<file path="src/rtl/wordle_guess_ctrl.sv">
// Wordle guess entry and sequential two-pass scorer.
// Collects five letters, scores them against a latched target, tracks six rows.
module wordle_guess_ctrl (
  input  logic        Clk,
  input  logic        reset,
  input  logic        Start,
  input  logic        Ack,
  input  logic        sel,
  input  logic        del,
  input  logic        enter,
  input  logic [4:0]  letter,
  input  logic [24:0] target,
  output logic [24:0] guess,
  output logic [2:0]  guess_len,
  output logic [2:0]  row,
  output logic [9:0]  fb,
  output logic        fb_valid,
  output logic        win,
  output logic        lose,
  output logic        q_I,
  output logic        q_Entry,
  output logic        q_Check,
  output logic        q_Done
);

  typedef enum logic [3:0] {
    QI     = 4'b0001,
    QENTRY = 4'b0010,
    QCHECK = 4'b0100,
    QDONE  = 4'b1000
  } state_t;

  state_t      state, state_nx;
  logic [24:0] tgt, gbuf;
  logic [2:0]  len, row_q;
  logic [9:0]  fb_q, mark, mark_nx, fb_fin;
  logic [4:0]  used, used_nx, cnt, idx;
  logic [2:0]  yi, yj;
  logic        fbv, win_q, lose_q;
  logic        last, all_green;
  logic        do_enter, do_del, do_sel;

  function automatic logic [4:0] slot(
    input logic [24:0] w,
    input logic [2:0]  k
  );
    return w[5*k +: 5];
  endfunction

  assign do_enter = enter && (len == 3'd5);
  assign do_del   = !enter && del && (len != 3'd0);
  assign do_sel   = !enter && !del && sel &&
                    (len < 3'd5) && (letter <= 5'd25);
  assign last     = (cnt == 5'd29);

  // Yellow pass walks guess slot yi against target slot yj
  always_comb begin
    idx = cnt - 5'd5;
    yi  = 3'd0;
    yj  = idx[2:0];
    if (idx >= 5'd20) begin
      yi = 3'd4;
      yj = 3'(idx - 5'd20);
    end else if (idx >= 5'd15) begin
      yi = 3'd3;
      yj = 3'(idx - 5'd15);
    end else if (idx >= 5'd10) begin
      yi = 3'd2;
      yj = 3'(idx - 5'd10);
    end else if (idx >= 5'd5) begin
      yi = 3'd1;
      yj = 3'(idx - 5'd5);
    end
  end

  always_comb begin
    mark_nx = mark;
    used_nx = used;
    if (cnt < 5'd5) begin
      if (slot(gbuf, cnt[2:0]) == slot(tgt, cnt[2:0])) begin
        mark_nx[2*cnt[2:0] +: 2] = 2'b11;
        used_nx[cnt[2:0]]        = 1'b1;
      end
    end else if ((mark[2*yi +: 2] == 2'b00) && !used[yj] &&
                 (slot(gbuf, yi) == slot(tgt, yj))) begin
      mark_nx[2*yi +: 2] = 2'b10;
      used_nx[yj]        = 1'b1;
    end
  end

  always_comb begin
    fb_fin = '0;
    for (int k = 0; k < 5; k++) begin
      fb_fin[2*k +: 2] = (mark_nx[2*k +: 2] == 2'b00) ?
                         2'b01 : mark_nx[2*k +: 2];
    end
  end

  assign all_green = (fb_fin == 10'h3FF);

  always_ff @(posedge Clk) begin
    if (reset) state <= QI;
    else       state <= state_nx;
  end

  always_comb begin
    state_nx = QI;
    case (state)
      QI:     state_nx = Start ? QENTRY : QI;
      QENTRY: state_nx = do_enter ? QCHECK : QENTRY;
      QCHECK: begin
        if (!last)                 state_nx = QCHECK;
        else if (all_green)        state_nx = QDONE;
        else if (row_q == 3'd5)    state_nx = QDONE;
        else                       state_nx = QENTRY;
      end
      QDONE:  state_nx = Ack ? QI : QDONE;
      default: state_nx = QI;
    endcase
  end

  always_comb begin
    q_I     = (state == QI);
    q_Entry = (state == QENTRY);
    q_Check = (state == QCHECK);
    q_Done  = (state == QDONE);
  end

  always_ff @(posedge Clk) begin
    if (reset) begin
      tgt    <= '0;
      gbuf   <= '0;
      len    <= '0;
      row_q  <= '0;
      fb_q   <= '0;
      fbv    <= 1'b0;
      win_q  <= 1'b0;
      lose_q <= 1'b0;
      cnt    <= '0;
      mark   <= '0;
      used   <= '0;
    end else begin
      fbv <= 1'b0;
      case (state)
        QI: begin
          if (Start) begin
            tgt    <= target;
            gbuf   <= '0;
            len    <= '0;
            row_q  <= '0;
            fb_q   <= '0;
            win_q  <= 1'b0;
            lose_q <= 1'b0;
          end
        end
        QENTRY: begin
          if (do_enter) begin
            cnt  <= '0;
            mark <= '0;
            used <= '0;
          end else if (do_del) begin
            gbuf[5*(int'(len)-1) +: 5] <= 5'd0;
            len <= len - 3'd1;
          end else if (do_sel) begin
            gbuf[5*len +: 5] <= letter;
            len <= len + 3'd1;
          end
        end
        QCHECK: begin
          mark <= mark_nx;
          used <= used_nx;
          cnt  <= cnt + 5'd1;
          if (last) begin
            fb_q  <= fb_fin;
            fbv   <= 1'b1;
            row_q <= row_q + 3'd1;
            if (all_green) begin
              win_q <= 1'b1;
            end else if (row_q == 3'd5) begin
              lose_q <= 1'b1;
            end else begin
              gbuf <= '0;
              len  <= '0;
            end
          end
        end
        default: ;
      endcase
    end
  end

  assign guess     = gbuf;
  assign guess_len = len;
  assign row       = row_q;
  assign fb        = fb_q;
  assign fb_valid  = fbv;
  assign win       = win_q;
  assign lose      = lose_q;

endmodule

</file>
<file path="config.mk">
export PLATFORM = sky130hd
export DESIGN_NAME = wordle_guess_ctrl
export DESIGN_NICKNAME = d
export VERILOG_FILES = /design/src/rtl/wordle_guess_ctrl.sv
export SDC_FILE = /design/constraint.sdc
export NUM_CORES = 1
export LEC_CHECK = 0
export BUFFER_PORTS_ARGS = -buffer_cell sky130_fd_sc_hd__buf_2
export CAP_MARGIN = 30
export CORE_MARGIN = 2
export CORE_UTILIZATION = 45
export DETAILED_ROUTE_END_ITERATION = 7
export PLACE_DENSITY_LB_ADDON = 0.05
export SYNTH_ARGS = -nofsm -noshare
export SYNTH_HDL_FRONTEND = slang
export SYNTH_SLANG_ARGS = --single-unit
</file>
<file path="constraint.sdc">
create_clock -name Clk -period 4.8 [get_ports Clk]
set_input_delay 0.48 -clock Clk [delete_from_list [all_inputs] [get_ports Clk]]
set_output_delay 0.48 -clock Clk [all_outputs]
set_load 0.01 [all_outputs]
</file>
### Word level (Yosys, flattened, before mapping)

Index checks and enable logic that the tools add are counted.

| word-level totals | value |
|---|---|
| register bits | 93 |
| RAM bits | 0 |
| word-level logic and storage cells | 182 |
| bits in latches | 0 |
| input port bits | 37 |
| memory bits (read-only) | 0 |
| memories | 0 |
| output and inout bits | 48 |

| cells by class | value |
|---|---|
| shifts and indexed selects | 13 |
| reductions and logical operators | 32 |
| add/sub/neg operators | 14 |
| multiply operators | 5 |
| equal/unequal tests | 21 |
| muxes and demuxes | 71 |
| div/mod/pow operators | 0 |
| bitwise logic cells | 3 |
| order comparisons | 11 |

Operators with widths:

| kind | count |
|---|---|
| $mux W25 | 7 |
| $shiftx A25 B7 Y5 | 4 |
| $pmux W25 S3 | 1 |
| $neg A4 Y34 | 2 |
| $shift A2 B34 Y10 const A | 2 |
| $shiftx A2 B34 Y10 const A | 2 |
| $mux W10 | 6 |
| $bwmux W25 | 2 |
| $mux W3 | 14 |
| $pmux W10 S2 | 2 |
| $neg A6 Y34 | 1 |
| $shift A5 B34 Y25 const A | 1 |
| $shiftx A5 B34 Y25 | 1 |
| $neg A8 Y33 | 1 |
| $shift A5 B33 Y25 const A | 1 |
| $shiftx A5 B33 Y25 const A | 1 |
| $mul A3 B3 Y6 const A | 4 |
| $bwmux W10 | 2 |
| $mux W5 | 4 |
| $pmux W5 S2 | 2 |
| $mux W2 | 8 |
| $mux W4 | 4 |
| $pmux W4 S4 | 1 |
| $logic_not A2 Y1 | 6 |
| other kinds (47) | 91 |

### Depth between registers and ports, before layout

Gate-level depths: netlist of the first run.

| logic depth | value |
|---|---|
| depth in word-level cells | 19 |
| gate-level depth with buffers | 24 |
| mapped depth without buffers | 23 |

### Least setup slack after synthesis of the first run

Ideal clock, no wire load.

| path | value |
|---|---|
| path kind | flip-flop to flip-flop |
| from | reg len[0] (netlist: guess_len[0]) |
| to | reg gbuf[3] (netlist: guess[3]) |
| period minus slack after synthesis | 5.322 ns |
| path buffers | 1 |
| required time | 4.672 ns |
| data arrival time | 5.194 ns |
| setup time | 0.128 ns |
| cell stages (with the launch flop) | 22 |
| setup slack | -0.522 ns |
| cell sequence | dfxtp_1 -> clkbuf_1 -> inv_1 -> ha_1 -> ha_1 -> inv_1 -> ha_1 -> fa_1 -> ha_1 -> a21o_1 -> a21oi_1 -> o21ai_0 -> ha_1 -> or3_1 -> a2111oi_0 -> nand4_1 -> or2_2 -> o21a_1 -> o221ai_1 -> nand3_1 -> mux2i_1 -> nor2_1 |

| on the way | value |
|---|---|
| longest elaborated chain between the ends | 8 |
| elaborated cells on any way between the ends | 25 |
| classes of those cells | add/sub (3); mul (2); order compare (1); eq/ne (3); shift (4); mux (6); reduce/logical (6) |

Ends and longest elaborated chain:

| item | line | RTL |
|---|---|---|
| from (decl) | 35 | `logic [2:0] len, row_q;` |
| from (signal assigned) | 163 | `len <= len - 3'd1;` |
| from (signal assigned) | 166 | `len <= len + 3'd1;` |
| $sub A3 B1 Y4 or $mul A3 B3 Y6 (tied branches) | 162, 165 |  |
| $mul A4 B4 Y8 or $neg A6 Y34 (tied branches) | 162, 165 |  |
| $neg A8 Y33, or another cell as far along | 162 | `gbuf[5*(int'(len)-1) +: 5] <= 5'd0;` |
| $shiftx A5 B33 Y25, or another cell as far along | 162 |  |
| $bwmux W25 or $mux W25 (tied branches) | 162, 164 |  |
| $mux W25 | 161 | `end else if (do_del) begin` |
| $mux W25 | 157 | `if (do_enter) begin` |
| $pmux W25 S3 | 144 | `case (state)` |
| to (signal, indexed assignment) | 165 | `gbuf[5*len +: 5] <= letter;` |
| to (decl) | 34 | `logic [24:0] tgt, gbuf;` |

Several ways; a longest one is shown, not always the timed one. The select of a mux whose other input is x is not followed.
A chain may end at the register's enable or synchronous reset.

### Worst setup path after layout of the first run

Same ends and word-level chain as after synthesis.

==> impl_results.md, run 1 <==
* Leakage at 3.44 nW
* Area leader, netlist: dfxtp_1
* Post-Synthesis Cells at about 970
* Critical Path End Type: flip-flop
* Status: complete, no violations
* Fin. Hold Viols at 0
* Antenna Cells at 0
* Critical path required time at 5.02 ns
* Final Max Tran Viols at 0
* Relative slew slack at 0.373
* Prevailing post-synth register cell: dfxtp_1
* Core region area at 16400 um^2
* CTS H-tree lvls at 3
* Die ar. at ~18000 um^2
* Share of the synthesized area in the top cell type at 0.249
* Die outline height at 133 um
* RD Place Congestion at between 0.9 and 1
* Synthesized Nets at 1042
* Ports at 85
* Synthesis-to-finish area growth at 18.7%
* Placed insts at 1265
* Final nets at 1142
* Register area share after synthesis at 0.249
* Routed Antenna Nets at 0
* Distinct cells, synth at ~90
* FF-to-FF Start: guess_len[0]
* Synth async-reset ratio at 0
* Detailed Route Iter0 Violations at 756
* Hold Path Class: input port to flip-flop
* Worst EP arrival at 4.87 ns
* Routed WL at 25000 um
* Peak VDD IR at 0.180 mV
* Slew @ Worst Pin at approximately 0.94 ns
* TritonCTS Buffers at 9
* Clock Sinks at 93
* Internal reg-to-reg setup slack at 0.14 ns
* Drt via density at 6.03
* CTS clk-pin slew, worst paths at 0.07 ns
* DRC at 0
* CP startpoint: guess_len[0]
* PortBufs at 84
* Maxcap violations at 0
* Crit Path Max Fanout at 5
* Ys Warns at 0
* Initial core utilization at 0.455
* Worst r2r dst: guess[3]
* Number of global-route vias before repair at between 7000 and 8000
* Largest net degree at the start of global routing at 53
* FP Rows at 47
* #FFs+latches synth at 93
* First-pass GRT wire length at 38900 um
* Power Density at between 200 and 250 nW/um^2
* Min Tclk post-route at roughly 4.7 ns
* Total congestion overflow at 0
* Crit path launch type: flip-flop
* Worst-Skew Late Latency at ~0.36 ns
* EDFF count, synth at 0
* Most frequent cells in the layout: 134 x nand2_1, 92 x a21oi_1, 89 x dfxtp_1
* Share of cells above drive strength 1 at 0.230
* Initial antenna violation count at 0
* Dpl hpwl at 18700 um
* Mean Syn Cell Area at 7.72 um^2
* Clock tree buffer depth at 2
* Mapped Area at 7470 um^2
* All-Layer GR Usage at 0.277
* CTS tree: done
* Root Buffer: clkbuf_16
* Non-filler cells, final at 1293
* Post-DR wirelength/cell at 19.3 um
* TritonRoute pass-1 iters at 8
* Commonest non-fill, non-tap cell in the layout: nand2_1
* Final period utilization at 0.970
* Hold Buf Count CTS at 0
* Die Wd at 133 um
* Highest Clock Rate at roughly 210 MHz
* Worst r2r path cells at 20
* Synth top area cells: dfxtp_1 25%, nand2_1 6.7%, a21oi_1 6.2%
* Routed via count at 7803
* Min-delay src: Ack
* TNS Setup at 0 ns
* Worst setup endpoint: guess[3]
* WS Path Type: flip-flop to flip-flop
* Setup Skew at approximately 0.016 ns
* Final setup vio count at 0
[worst max-delay path, cell delays in order (launching register included)]
cell and delay (ns):
dfxtp_4 0.34, inv_1 0.05, ha_2 0.19, ha_4 0.28, clkinvlp_4 0.15, ha_4 0.27
fa_1 0.52, ha_4 0.21, a21o_1 0.22, a21oi_2 0.15, o21ai_2 0.08, ha_1 0.31
or3_4 0.34, a2111oi_4 0.28, nand4_1 0.19, or2_4 0.32, o21a_1 0.18, o221ai_2 0.12
nand3_1 0.11, mux2i_1 0.16, nor2_1 0.05
[flip-flops by register name, indices dropped and copies added, names as in the netlist]
register   cells
tgt           25
row            3
fb            10
used           5
guess         25
mark          10
cnt            5
win            1
lose           1
state          4
fb_valid       1
guess_len      3
[area by class of cell]
| type | count | area [um^2] |
|---|---|---|
| Multi-Input combinational cell | 782 | 5360 |
| Clock inverter | 7 | 72.6 |
| Sequential cell | 93 | 1870 |
| Tap cell | 220 | 275 |
| Inverter | 37 | 143 |
| Timing Repair Buffer | 145 | 923 |
| Clock buffer | 9 | 225 |
| Fill cell | 1607 | 7540 |
[metrics by stage]
step | instance area, um^2 | hold slack (ns) | setup WS (ns) | power [mW] | util
2_1_floorplan | 7530 | 0.445 | -0.0130 | 1.08 | -
3_3_place_gp | 8290 | 0.453 | 0.133 | 1.19 | 0.506
3_5_place_dp | 8320 | 0.461 | 0.0421 | 1.20 | 0.507
4_1_cts | 8620 | 0.334 | 0.0204 | 1.92 | 0.525
5_1_grt | 8870 | 0.342 | -0.0302 | 2.03 | 0.541
6_report | 8870 | 0.341 | 0.143 | 1.95 | 0.541
[Yosys cell counts (all sizes together), types with 4 or more instances]
master  instances
a2111o          5
a211oi         16
a21o           10
a21oi          93
a221oi          8
a22oi          21
a311oi          6
a31oi          11
a32oi           7
and2           15
and3            6
buf            21
clkbuf         35
dfxtp          93
ha             34
inv            37
mux2           15
mux2i          21
nand2         134
nand2b          8
nand3          32
nand4          19
nor2           67
nor2b          31
nor3           30
nor3b           4
nor4            4
o211ai          7
o21a           11
o21ai          51
o221ai          8
o22ai           7
o31ai          23
o41ai           4
or2             6
or3             8
or4             4
xnor2          13
[power breakdown]
group / switching [mW] / internal [mW] / total, mW
sequential: 0.0218 / 0.791 / 0.812
clock: 0.361 / 0.368 / 0.730
combinational: 0.245 / 0.164 / 0.409
total: 0.628 / 1.32 / 1.95
[kinds of logic (layout without fill, tap and decap cells)]
family                   count (synthesis)  in the layout  share of synthesized area
XOR/XNOR                                16             16                     0.0248
AO/OA/AOI/OAI                          315            315                      0.298
multiplexers                            37             37                     0.0538
adder cells (fa/ha/maj)                 37             37                     0.0650
flip-flops                              93             93                      0.249
buffers and inverters                   93            198                     0.0553
AND/OR/NAND/NOR                        377            377                      0.254
[metal layers]
layer  wire, um  up-vias  part of all wire  GRT usage
met1      11700     3700              0.47      0.401
met4        591        0             0.024     0.0806
met5          0        -                 0          0
met2      11100      277              0.44      0.421
met3       1580       49             0.063     0.0483
li1           -     3777                 -          -
[repair_timing]
item,CTS,global route
endpoints found under the setup margin,0,23
buffers inserted,0,11
resized for setup,0,23
[how the worst min path moves through the flow]
stage,end,slack [ns],depth (start not counted)
2_1_floorplan,tgt[12],0.45,2
3_5_place_dp,lose,0.46,1
3_3_place_gp,win,0.45,1
6_report,state[0],0.34,2
4_1_cts,state[0],0.33,2
5_1_grt,state[0],0.34,2
Note: power is estimated with default switching activity, not from simulation.
==> inputs of run 2 (changes only) <==
--- a/config.mk
+++ b/config.mk
@@ -10,7 +10,7 @@
 export CORE_MARGIN = 2
 export CORE_UTILIZATION = 45
 export DETAILED_ROUTE_END_ITERATION = 7
-export PLACE_DENSITY_LB_ADDON = 0.05
+export PLACE_DENSITY = 0.77
 export SYNTH_ARGS = -nofsm -noshare
 export SYNTH_HDL_FRONTEND = slang
 export SYNTH_SLANG_ARGS = --single-unit
==> run 2 against run 1 <==
Net effect:
- clock skew shrank 0.0049 ns
- flip-flop and latch count stayed put
- non-clock buffer count down 3
- total power rose by 0.74%
- fmax decreased by 0.77%
- global-route usage fell by 1.5 points
- die area stayed put
- utilization shrank 0.11 points
- worst hold slack better by 0.011 ns
- design area is 0.20% lower
- highest routed layer unchanged
- wire length is 4.4% lower
- final cell count shrank 0.23%
==> impl_results.md, run 2 (synthesis results as in run 1) <==
* Crit path launch type: flip-flop
* Number of global-route vias before repair at 7125
* Maxcap violations at 0
* FP Rows at 47
* Clock Sinks at between 90 and 100
* Power Density at about 220 nW/um^2
* Final WS setup at 0.107 ns
* Crit Path Max Fanout at 5
* Routed Antenna Nets at 0
* TritonCTS Buffers at 9
* Slew @ Worst Pin at 0.944 ns
* Worst-Skew Late Latency at ~0.36 ns
* CTS H-tree lvls at 3
* Relative slew slack at 0.368
* Peak VDD IR at 0.178 mV
* Min Tclk post-route at 4.69 ns
* Final setup vio count at 0
* Largest net degree at the start of global routing at 62
* Top delay family on crit path: adder cells
* Status: complete, no violations
* All-Layer GR Usage at 0.262
* Final design utilization at 0.539
* RD Place Congestion at 0.963
* Critical-path top delay cell: fa_1
* Worst EP arrival at 4.91 ns
* Final instance area at 8850 um^2
* Placed insts at between 1000 and 1500
* Leakage at around 3.4 nW
* Total congestion overflow at 0
* Most frequent cells in the layout: 134 x nand2_1, 91 x a21oi_1, 90 x dfxtp_1
* Filler cells at approximately 1500
* Die outline height at 133 um
* RSZ-0062 raised after global routing: yes
* Final Max Tran Viols at 0
* CP peak stage delay at 0.53 ns
* Initial core utilization at 0.455
* Clock tree buffer depth at 2
* CP bufs+invs at 2
* CTS clk-pin slew, worst paths at 0.06 ns
* Core region area at around 16000 um^2
* Routed WL at 23900 um
* Critical path required time at 5.02 ns
* Hold Path Class: input port to flip-flop
* Post-DR wirelength/cell at 18.5 um
* Root Buffer: clkbuf_16
* Synthesis-to-finish area growth at 18.5%
* Smallest hold slack at 0.352 ns
* Dpl hpwl at 17400 um
* Non-filler cells, final at 1290
* TNS Setup at 0 ns
* Post-DP Area at 8300 um^2
* TritonRoute pass-1 iters at 5
* PortBufs at 84
* DRC at 0
* Ports at 85
* Highest Clock Rate at 213 MHz
* Antenna Cells at 0
* Setup Skew at 0.0107 ns
* Die ar. at between 15000 and 20000 um^2
* Drt via density at 6.25
* Routed via count at 8057
* Worst path cell trace: inv_2 -> ha_4 -> ha_4 -> clkinvlp_4 -> ha_4 -> fa_1 -> ha_4 -> a21o_1 -> a21oi_2 -> o21ai_2 -> ha_1 -> or3_4 -> a2111oi_4 -> nand4_1 -> or2_4 -> o21a_1 -> o221ai_1 -> nand3_1 -> mux2i_1 -> nor2_1
* First-pass GRT wire length at about 37000 um
* Fin. Hold Viols at 0
* WS Path Type: flip-flop to flip-flop
* Internal reg-to-reg setup slack at roughly 0.11 ns
* Detailed Route Iter0 Violations at 744
* Share of cells above drive strength 1 at 0.227
* Hold Buf Count CTS at 0
* Pre-CTS setup slack at -0.0536 ns
* Top cell by count, worst path: ha_4
* Die Wd at 133 um
* Final period utilization at 0.978
* Total chip power at 1.97 mW
* Critical Path End Type: flip-flop
* Initial antenna violation count at 0
* Final nets at 1139
* Commonest non-fill, non-tap cell in the layout: nand2_1
* CTS tree: done
[run 2: repair_timing]
item | in CTS | in global routing
pin swaps | 1 | 22
cloned | 0 | 1
endpoints found under the setup margin | 1 | 46
resized for setup | 4 | 24
setup buffers | 4 | 10
[run 2: final cells by class]
cell class / count / area (um^2) / area share
Clock buffer: 11 / 243 / 0.0274
Inverter: 37 / 143 / 0.0161
Clock inverter: 5 / 42.5 / 0.00481
Sequential cell: 93 / 1870 / 0.211
Multi-Input combinational cell: 782 / 5380 / 0.607
Tap cell: 220 / 275 / 0.0311
Timing Repair Buffer: 142 / 905 / 0.102
[run 2: power by group]
part | total [mW] | internal (mW) | switching (mW)
Combinational | 0.458 | 0.202 | 0.256
Clock | 0.695 | 0.371 | 0.324
Sequential | 0.813 | 0.791 | 0.0216
[run 2: worst paths after layout]
kind                startpoint  endpoint  depth (start not counted)
setup reg to reg  guess_len[0]  guess[3]                         20
hold reg to reg        tgt[14]   tgt[14]                          2
hold / removal             Ack  state[0]                          2
setup / recovery  guess_len[0]  guess[3]                         20
[run 2: metal layers]
metal / wire [um] / track usage
met3: 1670 / 0.0452
met2: 11100 / 0.415
met1: 10500 / 0.359
met4: 615 / 0.0944
met5: 0 / 0
